==> config.mk <==
export PLATFORM = sky130hd
export DESIGN_NAME = step_trace_scheduler
export DESIGN_NICKNAME = d
export VERILOG_FILES = /design/src/rtl/step_trace_scheduler.sv
export SDC_FILE = /design/constraint.sdc
export NUM_CORES = 2
export LEC_CHECK = 0
export CAP_MARGIN = 25
export CORE_ASPECT_RATIO = 0.75
export CORE_UTILIZATION = 68
export DETAILED_ROUTE_END_ITERATION = 8
export PLACE_DENSITY = 0.85
export SYNTH_ARGS = -nofsm -noshare
export SYNTH_HDL_FRONTEND = slang
export SYNTH_SLANG_ARGS = --single-unit
==> constraint.sdc <==
create_clock -name clock -period 6.3 [get_ports clock]
set_input_delay 1.575 -clock clock [delete_from_list [all_inputs] [get_ports clock]]
set_output_delay 1.575 -clock clock [all_outputs]
set_load 0.005 [all_outputs]
==> src/rtl/step_trace_scheduler.sv <==
// ============================================================================
// Module   : step_trace_scheduler
// Purpose  : Ping-pong capture of stepper coil phases, rendered as four
//            logic-analyser traces into a DE/HSYNC/VSYNC pixel stream.
// Revision : 1.0
// ============================================================================
`default_nettype none

module step_trace_scheduler #(
    parameter int          DEPTH    = 256,
    parameter int          XSHIFT   = 2,
    parameter int          LANE_TOP = 100,
    parameter int          LANE_H   = 32,
    parameter int          LANE_GAP = 16,
    parameter logic [23:0] FG       = 24'h000000,
    parameter logic [23:0] BG       = 24'heeeeee
) (
    input  logic        clock,
    input  logic        reset_n,
    input  logic        capture_en,
    input  logic [3:0]  phase,
    input  logic        sample_tick,
    input  logic        in_de,
    input  logic        in_hsync,
    input  logic        in_vsync,
    output logic [23:0] video_data,
    output logic        video_de,
    output logic        video_hsync,
    output logic        video_vsync,
    output logic        capture_busy,
    output logic        frame_valid
);

    localparam int AW      = $clog2(DEPTH);
    localparam int TRACE_W = DEPTH << XSHIFT;

    typedef enum logic [1:0] {
        ST_IDLE    = 2'd0,
        ST_ARMED   = 2'd1,
        ST_CAPTURE = 2'd2,
        ST_DONE    = 2'd3
    } state_t;

    state_t          state, state_nx;
    logic            cap_bank, cap_bank_nx;
    logic            disp_bank, disp_bank_nx;
    logic            frame_valid_nx;
    logic [AW-1:0]   wr_addr, wr_addr_nx;
    logic            wr_en;
    logic [AW:0]     wr_ptr;

    logic            phase0_prev;
    logic            vsync_prev;
    logic            de_prev;
    logic            phase_rise;
    logic            vsync_rise;

    logic [10:0]     x, y;

    logic [3:0]      mem [0:2*DEPTH-1];
    logic [3:0]      rd_data;
    logic [3:0]      rd_prev;
    logic [AW-1:0]   rd_idx;

    logic            de_s1, hs_s1, vs_s1, fv_s1;
    logic            in_range_s1, edge_col_s1, first_s1;
    logic [3:0]      top_hit_s1, bot_hit_s1, in_lane_s1;
    logic [3:0]      top_hit, bot_hit, in_lane;

    logic [3:0]      prev_samp;
    logic [3:0]      lane_fg;
    logic            pixel_fg;

    assign phase_rise   = phase[0] & ~phase0_prev;
    assign vsync_rise   = in_vsync & ~vsync_prev;
    assign capture_busy = (state == ST_ARMED) || (state == ST_CAPTURE);

    // ------------------------------------------------------------------
    // Capture sequencer
    // ------------------------------------------------------------------
    always_comb begin
        state_nx       = state;
        cap_bank_nx    = cap_bank;
        disp_bank_nx   = disp_bank;
        frame_valid_nx = frame_valid;
        wr_addr_nx     = wr_addr;
        wr_en          = 1'b0;
        wr_ptr         = {cap_bank, wr_addr};

        if (!capture_en) begin
            state_nx   = ST_IDLE;
            wr_addr_nx = '0;
        end else begin
            case (state)
                ST_IDLE: state_nx = ST_ARMED;
                ST_ARMED: begin
                    // Trigger sample lands in slot 0; a coincident tick is not a second write.
                    if (phase_rise) begin
                        wr_en      = 1'b1;
                        wr_ptr     = {cap_bank, {AW{1'b0}}};
                        wr_addr_nx = AW'(1);
                        state_nx   = ST_CAPTURE;
                    end
                end
                ST_CAPTURE: begin
                    if (sample_tick) begin
                        wr_en      = 1'b1;
                        wr_addr_nx = wr_addr + AW'(1);
                        if (wr_addr == AW'(DEPTH - 1)) begin
                            state_nx = ST_DONE;
                        end
                    end
                end
                ST_DONE: begin
                    if (vsync_rise) begin
                        cap_bank_nx    = disp_bank;
                        disp_bank_nx   = cap_bank;
                        frame_valid_nx = 1'b1;
                        wr_addr_nx     = '0;
                        state_nx       = ST_ARMED;
                    end
                end
                default: state_nx = ST_IDLE;
            endcase
        end
    end

    always_ff @(posedge clock or negedge reset_n) begin
        if (!reset_n) begin
            state       <= ST_IDLE;
            cap_bank    <= 1'b0;
            disp_bank   <= 1'b1;
            frame_valid <= 1'b0;
            wr_addr     <= '0;
            phase0_prev <= 1'b0;
            vsync_prev  <= 1'b0;
            de_prev     <= 1'b0;
            x           <= '0;
            y           <= '0;
        end else begin
            state       <= state_nx;
            cap_bank    <= cap_bank_nx;
            disp_bank   <= disp_bank_nx;
            frame_valid <= frame_valid_nx;
            wr_addr     <= wr_addr_nx;
            phase0_prev <= phase[0];
            vsync_prev  <= in_vsync;
            de_prev     <= in_de;

            if (!in_de) begin
                x <= '0;
            end else if (x != 11'h7ff) begin
                x <= x + 11'd1;
            end

            if (vsync_rise) begin
                y <= '0;
            end else if (de_prev && !in_de && (y != 11'h7ff)) begin
                y <= y + 11'd1;
            end
        end
    end

    // ------------------------------------------------------------------
    // Sample buffer: kept reset-free so it maps onto block RAM
    // ------------------------------------------------------------------
    assign rd_idx = AW'(x >> XSHIFT);

    always_ff @(posedge clock) begin
        if (wr_en) begin
            mem[wr_ptr] <= phase;
        end
        rd_data <= mem[{disp_bank, rd_idx}];
        rd_prev <= rd_data;
    end

    // ------------------------------------------------------------------
    // Render stage 1: row decode per lane
    // ------------------------------------------------------------------
    genvar k;
    generate
        for (k = 0; k < 4; k++) begin : g_lane
            localparam int TOP = LANE_TOP + k * (LANE_H + LANE_GAP);
            localparam int BOT = TOP + LANE_H - 1;
            assign top_hit[k] = (y == 11'(TOP));
            assign bot_hit[k] = (y == 11'(BOT));
            assign in_lane[k] = (y >= 11'(TOP)) && (y <= 11'(BOT));
        end
    endgenerate

    always_ff @(posedge clock or negedge reset_n) begin
        if (!reset_n) begin
            de_s1       <= 1'b0;
            hs_s1       <= 1'b0;
            vs_s1       <= 1'b0;
            fv_s1       <= 1'b0;
            in_range_s1 <= 1'b0;
            edge_col_s1 <= 1'b0;
            first_s1    <= 1'b0;
            top_hit_s1  <= '0;
            bot_hit_s1  <= '0;
            in_lane_s1  <= '0;
            video_de    <= 1'b0;
            video_hsync <= 1'b0;
            video_vsync <= 1'b0;
            video_data  <= '0;
        end else begin
            de_s1       <= in_de;
            hs_s1       <= in_hsync;
            vs_s1       <= in_vsync;
            fv_s1       <= frame_valid;
            in_range_s1 <= int'(x) < TRACE_W;
            edge_col_s1 <= (x & 11'((1 << XSHIFT) - 1)) == 11'd0;
            first_s1    <= (x >> XSHIFT) == 11'd0;
            top_hit_s1  <= top_hit;
            bot_hit_s1  <= bot_hit;
            in_lane_s1  <= in_lane;

            video_de    <= de_s1;
            video_hsync <= hs_s1;
            video_vsync <= vs_s1;
            video_data  <= !de_s1 ? 24'd0 : (pixel_fg ? FG : BG);
        end
    end

    // ------------------------------------------------------------------
    // Render stage 2: rd_prev holds sample i-1 because x walks contiguously
    // ------------------------------------------------------------------
    assign prev_samp = first_s1 ? rd_data : rd_prev;
    assign lane_fg   = (rd_data & top_hit_s1)
                     | (~rd_data & bot_hit_s1)
                     | ((rd_data ^ prev_samp) & in_lane_s1 & {4{edge_col_s1}});
    assign pixel_fg  = fv_s1 & in_range_s1 & (|lane_fg);

endmodule

`default_nettype wire

Word level (Yosys, flattened, before mapping):

Memory sizes are Yosys's and may differ from the RTL's. A register that Yosys moved wholly into a read port is not among the register bits.
Cells that the tools add are included.

* logic and storage cells: 113
* memories: 1
* flip-flop bits (word level): 86
* output and inout port bits: 29
* bits in writable memories: 2048
* bits in read-only memories: 0
* latch bits: 0

Memories
* mem: depth 512, bits a word 4, read ports 1, clocked after Yosys merged registers in 1, write ports 1, RTL line 60 `logic [3:0] mem [0:2*DEPTH-1];`

* bitwise logic cells: 14
* $add $sub $neg: 3
* div/mod/pow operators: 0
* reduce and logical (&&, ||, !) cells: 16
* $lt $le $gt $ge: 9
* eq/ne operators: 20
* multipliers: 0
* muxes and demuxes: 27
* shifts and indexed selects: 0

Operator list (count)
* 11-bit by 8-bit == test with 1-bit output, second input constant: 6
* 8-bit 2-to-1 mux: 7
* 24-bit 2-to-1 mux: 2
* 11-bit 2-to-1 mux: 4
* 11-bit by 8-bit >= comparator with 1-bit output, second input constant: 3
* 11-bit by 8-bit less-or-equal comparator with 1-bit output, second input constant: 3
* 8-bit one-hot mux with 3 select lines: 1
* 11-bit by 1-bit adder with 11-bit output, second input constant: 2
* 11-bit zero test: 2
* 11-bit inequality test, second input constant: 2
* 4-bit AND: 4
* 11-bit by 7-bit == test with 1-bit output, second input constant: 1
* 11-bit by 9-bit == test with 1-bit output, second input constant: 1
* 11-bit by 7-bit >= comparator with 1-bit output, second input constant: 1
* 11-bit by 9-bit less-or-equal comparator with 1-bit output, second input constant: 1
* 11-bit < comparator, second input constant: 1
* 2-bit 2-to-1 mux: 5
* 3-bit inequality test, second input constant: 3
* 8-bit by 1-bit adder with 8-bit output, second input constant: 1
* 8-bit == test, second input constant: 1
* 4-bit OR: 2
* 2-bit one-hot mux with 4 select lines: 1
* 4-bit AND reduction: 2
* 1-bit logical AND: 6
* 18 further kinds: 27

Longest topological paths before layout:

* depth after elaboration: 9
* depth in mapped cells: 14
* gate-level depth less buffers: 9

Worst setup path before layout:

OpenSTA, ideal clock, no wires.

* path type: in2reg
* from: in phase[0]
* to: mem mem[161][0], enable pin
* stages on the path: 6
* setup slack: 2.766 ns
* arrival: 3.204 ns
* buffers on the path: 1
* cell sequence: and3b_1 > or3b_2 > nor3b_1 > nand2_1 > clkbuf_1 > nor2_1

* cells in the longest elaborated chain, start to end: 6

RTL lines
* start, declared: RTL line 21 `input logic [3:0] phase,`
* 1-bit AND (*): RTL line 74 `assign phase_rise = phase[0] & ~phase0_prev;`
* 1-bit 2-to-1 mux: RTL line 98 `if (phase_rise) begin`
* 1-bit one-hot mux with 2 select lines: RTL line 94 `case (state)`
* 1-bit 2-to-1 mux: RTL line 90 `if (!capture_en) begin`
* 1-bit 2-to-1 mux: RTL line 170 `if (wr_en) begin`
* 1-bit 2-to-1 mux (not written as such): RTL line 171 `mem[wr_ptr] <= phase;`
* end, declared: RTL line 60

Mark *: on every way between the ends. The rest lies on a longest branch, timed or not.

==> flow_summary.toml <==
[setup_path]
worst_r2r_endpoint = "rd_data[3]$_DFF_P_"
r2r_cells = 8
r2r_start = "x[2]$_DFFE_PN0P_"
setup.worst_path.class = "reg -> reg"
r2r_slack_ps = 1490
setup.worst_path.end_class = "flop"
crit_path_required_time_ps = 6870
cp.arrival_ps = 5390
timing.critical_path.fanout_max = 47
startpoint_type_of_the_worst_setup_path = "flop"

[yosys]
synth-seq-cells = 2115
ys_dominant_reg_cell = "sky130_fd_sc_hd__edfxtp_1"
synthDistinctLibCells = 77
synth-warning-count = 0
synth_enable_flop_cells = 2048
synthMostInstantiatedCell = "sky130_fd_sc_hd__edfxtp_1"
synth.top_cells.by_count = "2048 x sky130_fd_sc_hd__edfxtp_1, 581 x sky130_fd_sc_hd__nor2_1, 488 x sky130_fd_sc_hd__mux4_2"
synthDominantAreaCellType = "sky130_fd_sc_hd__edfxtp_1"
syn_inst = 4342
async_flop_share_pct = 2.79
yosysSeqAreaShare_pct = 75.2
synthTopCellsByArea = "sky130_fd_sc_hd__edfxtp_1 73%, sky130_fd_sc_hd__mux4_2 13%, sky130_fd_sc_hd__nor2_1 2.6%"
synth_top_area_share_pct = 73.2
synth_area_sq_um = 84000
syn_area_per_cell_sq_um = 19.3

[global_route]
maximum_number_of_pins_on_one_net_before_global_route_repair = 167
first_pass_grt_wire_length_um = 331000
grt_antenna_before_repair = 12
grt_pass1_vias = 46000
grt.overflow.total = 0
top_usage_layer = "met2"
groute.usage.overall_pct = 37.8
globalRouteMet2Util_pct = 55.3
grt.met3_usage_pct = 13.1
use_met1_pct = 51.7

[worst_hold_path]
worstHoldPathType = "reg -> reg"
worst_hold_path.num_cells = 0
hold_path.startpoint = "hs_s1$_DFF_PN0_"
holdPathEnd = "video_hsync$_DFF_PN0_"

[die]
fp.dieArea_sq_um = 125000
initial_core_util_pct = 68.7
row_count = 111
die_y_um = 306
num_io_pins = 40
core_area_sq_um = 122000
floorplan.die.width_um = 408

[sta]
setup-violations-final = 0
worst_clock_skew_ps = 31.7
worst-slew-pin-transition_ps = 1260
period_needed_ps = 4810
timing.final.crit_share_pct = 76.4
max_slew_margin_pct = 15.8
final.setup.worst_slack_ps = 1490
hold_violations = 0
clock.fmax_ghz = 0.208
hold_ws_ps = 355
rsz0062_at_grt = "no"
report.final.slew_viol_count = 0
finalSetupTns_ps = 0

[run_status]
violations_in_the_final_reports = "design-rule violations"
status = "complete, but fails checks"

[clock_network]
numCtsBuffers = 184
ctsHoldBuffers = 0
root_buffer = "sky130_fd_sc_hd__clkbuf_16"
cts.reportedPaths.clkPinSlew_ps = 70
insertion_delay_ps = 840
cts-resized-gates = 0
htreeDepth = 4
cts_setup_buffers = 0
ctsLongestPathBuffers = 3
cts_sink_cnt = 2115
tritoncts_clock_tree = "yes"

[routing]
first_iter_violations = 9182
totalWireLength_um = 233000
route.vias.total = 46400
drcViolationCount = 9
vias_per_cell = 7.51
detailedRoute.firstPassIterationCount = 9
wl_per_cell_um = 37.7
drtAntennaViolNets = 0

[placed_design]
finalWeightedCongestion = 0.966
place.port_buffers = 33
pre_cts_ws_ps = 898
sum_of_net_half_perimeters_after_detailed_placement_um = 133000
dpl_cell_area_sq_um = 86100

[pwr]
pwr_total_mw = 27.5
cellLeakagePower_nw = 27.4
ir_worst_vdd_mv = 0.398
cellPowerDensity_nw_per_um2 = 299

[layout]
area_growth_syn_to_layout_pct = 9.35
layout.nets = 4398
number_of_fill_cells = 6149
layout-drive-gt1-share_pct = 20.6
design_area_sq_um = 91900
multi_input_area_sq_um = 19200
seqCellArea_sq_um = 63200

[run]
drv_cap = 0
[sequential cells by signal, summed over array words and instances (netlist names), 2 cells and up]
name	flops
y	11
x	11
rd_prev	4
in_lane_s1	4
rd_data	4
top_hit_s1	4
mem	2048
bot_hit_s1	4
wr_addr	8
state	2
[cells in the final DEF, fill, tap and decap left out, types with 15 or more instances in the layout]
master / netlist / final
sky130_fd_sc_hd__edfxtp_1: 2048 / 2048
sky130_fd_sc_hd__mux2i_1: 148 / 148
sky130_fd_sc_hd__o22ai_1: 27 / 27
sky130_fd_sc_hd__buf_12: 0 / 25
sky130_fd_sc_hd__a221oi_1: 20 / 20
sky130_fd_sc_hd__clkbuf_16: 0 / 192
sky130_fd_sc_hd__o211ai_1: 19 / 19
sky130_fd_sc_hd__a22o_1: 17 / 17
sky130_fd_sc_hd__nand2_1: 96 / 80
sky130_fd_sc_hd__and2_1: 18 / 17
sky130_fd_sc_hd__nor2_1: 581 / 579
sky130_fd_sc_hd__a211oi_1: 20 / 20
sky130_fd_sc_hd__a21oi_1: 55 / 55
sky130_fd_sc_hd__mux4_2: 488 / 488
sky130_fd_sc_hd__clkinv_1: 0 / 41
sky130_fd_sc_hd__a22oi_1: 68 / 68
sky130_fd_sc_hd__clkinv_2: 0 / 33
sky130_fd_sc_hd__buf_4: 51 / 99
sky130_fd_sc_hd__nand3_1: 39 / 39
sky130_fd_sc_hd__a31oi_1: 15 / 15
sky130_fd_sc_hd__nand2b_1: 17 / 17
sky130_fd_sc_hd__o21ai_0: 40 / 40
sky130_fd_sc_hd__nand2_2: 0 / 16
sky130_fd_sc_hd__nand4_1: 17 / 17
sky130_fd_sc_hd__o221ai_1: 17 / 17
sky130_fd_sc_hd__nor3_1: 16 / 16
sky130_fd_sc_hd__mux2_2: 17 / 17
sky130_fd_sc_hd__clkdlybuf4s50_1: 0 / 28
sky130_fd_sc_hd__clkbuf_1: 153 / 38
sky130_fd_sc_hd__dfrtp_1: 58 / 53
sky130_fd_sc_hd__nor2b_1: 26 / 23
[per-layer routing]
metal	wire length [um]	share of wire (%)
met1	76400	33
met2	104000	45
met3	39100	17
met4	13000	5.6
met5	131	0.056
[cell type report]
class	instances	share of cell area [%]
inverter	13	0.0531
multi-input combinational	1903	20.9
clock buffer	237	5.49
antenna	7	0.0191
timing repair buffer	161	1.78
clock inverter	96	0.757
tap	1638	2.23
sequential	2115	68.7
[per-stage QoR]
stage | cells | utilization (%)
after floorplan | 4347 | -
after global placement | 5825 | 70.3
after detailed placement | 5826 | 70.3
after CTS | 6159 | 75.0
after global routing | 6163 | 75.1
final | 6170 | 75.1
[worst max-delay path, stage by stage (launching register included)]
cell                       delay (ps)
sky130_fd_sc_hd__dfrtp_4         1030
sky130_fd_sc_hd__buf_12           370
sky130_fd_sc_hd__buf_4            340
sky130_fd_sc_hd__mux4_2           570
sky130_fd_sc_hd__a22oi_1          300
sky130_fd_sc_hd__a21oi_1          150
sky130_fd_sc_hd__a211oi_1        1030
sky130_fd_sc_hd__o211a_1          310
sky130_fd_sc_hd__a32oi_1          260
[kinds of logic (layout without fill, tap and decap cells)]
family	Yosys count	in the layout	share of synthesized area, %
AOI/OAI and AO/OA	359	359	3.02
other	1	13	0.00446
muxes	653	653	15.1
adders and majority gates	9	9	0.134
xor gates and xnor gates	18	18	0.188
and+or+nand+nor	858	858	4.35
buffers and inverters	329	507	2.08
DFF	2115	2115	75.2
[how the worst max path moves through the flow]
stage / from / end
CTS: capture_en / mem[46][1]$_DFFE_PP_
detailed placement: capture_en / mem[46][1]$_DFFE_PP_
global route: capture_en / mem[67][1]$_DFFE_PP_
finish: x[2]$_DFFE_PN0P_ / rd_data[3]$_DFF_P_
floorplan: phase[0] / mem[161][0]$_DFFE_PP_
global placement: capture_en / mem[302][1]$_DFFE_PP_
[power breakdown]
group          switching [mW]  internal, mW
Combinational           0.611         0.347
Clock                    5.08          5.97
Sequential             0.0479          15.4
Total                    5.74          21.8
(Power assumes the default switching activity.)
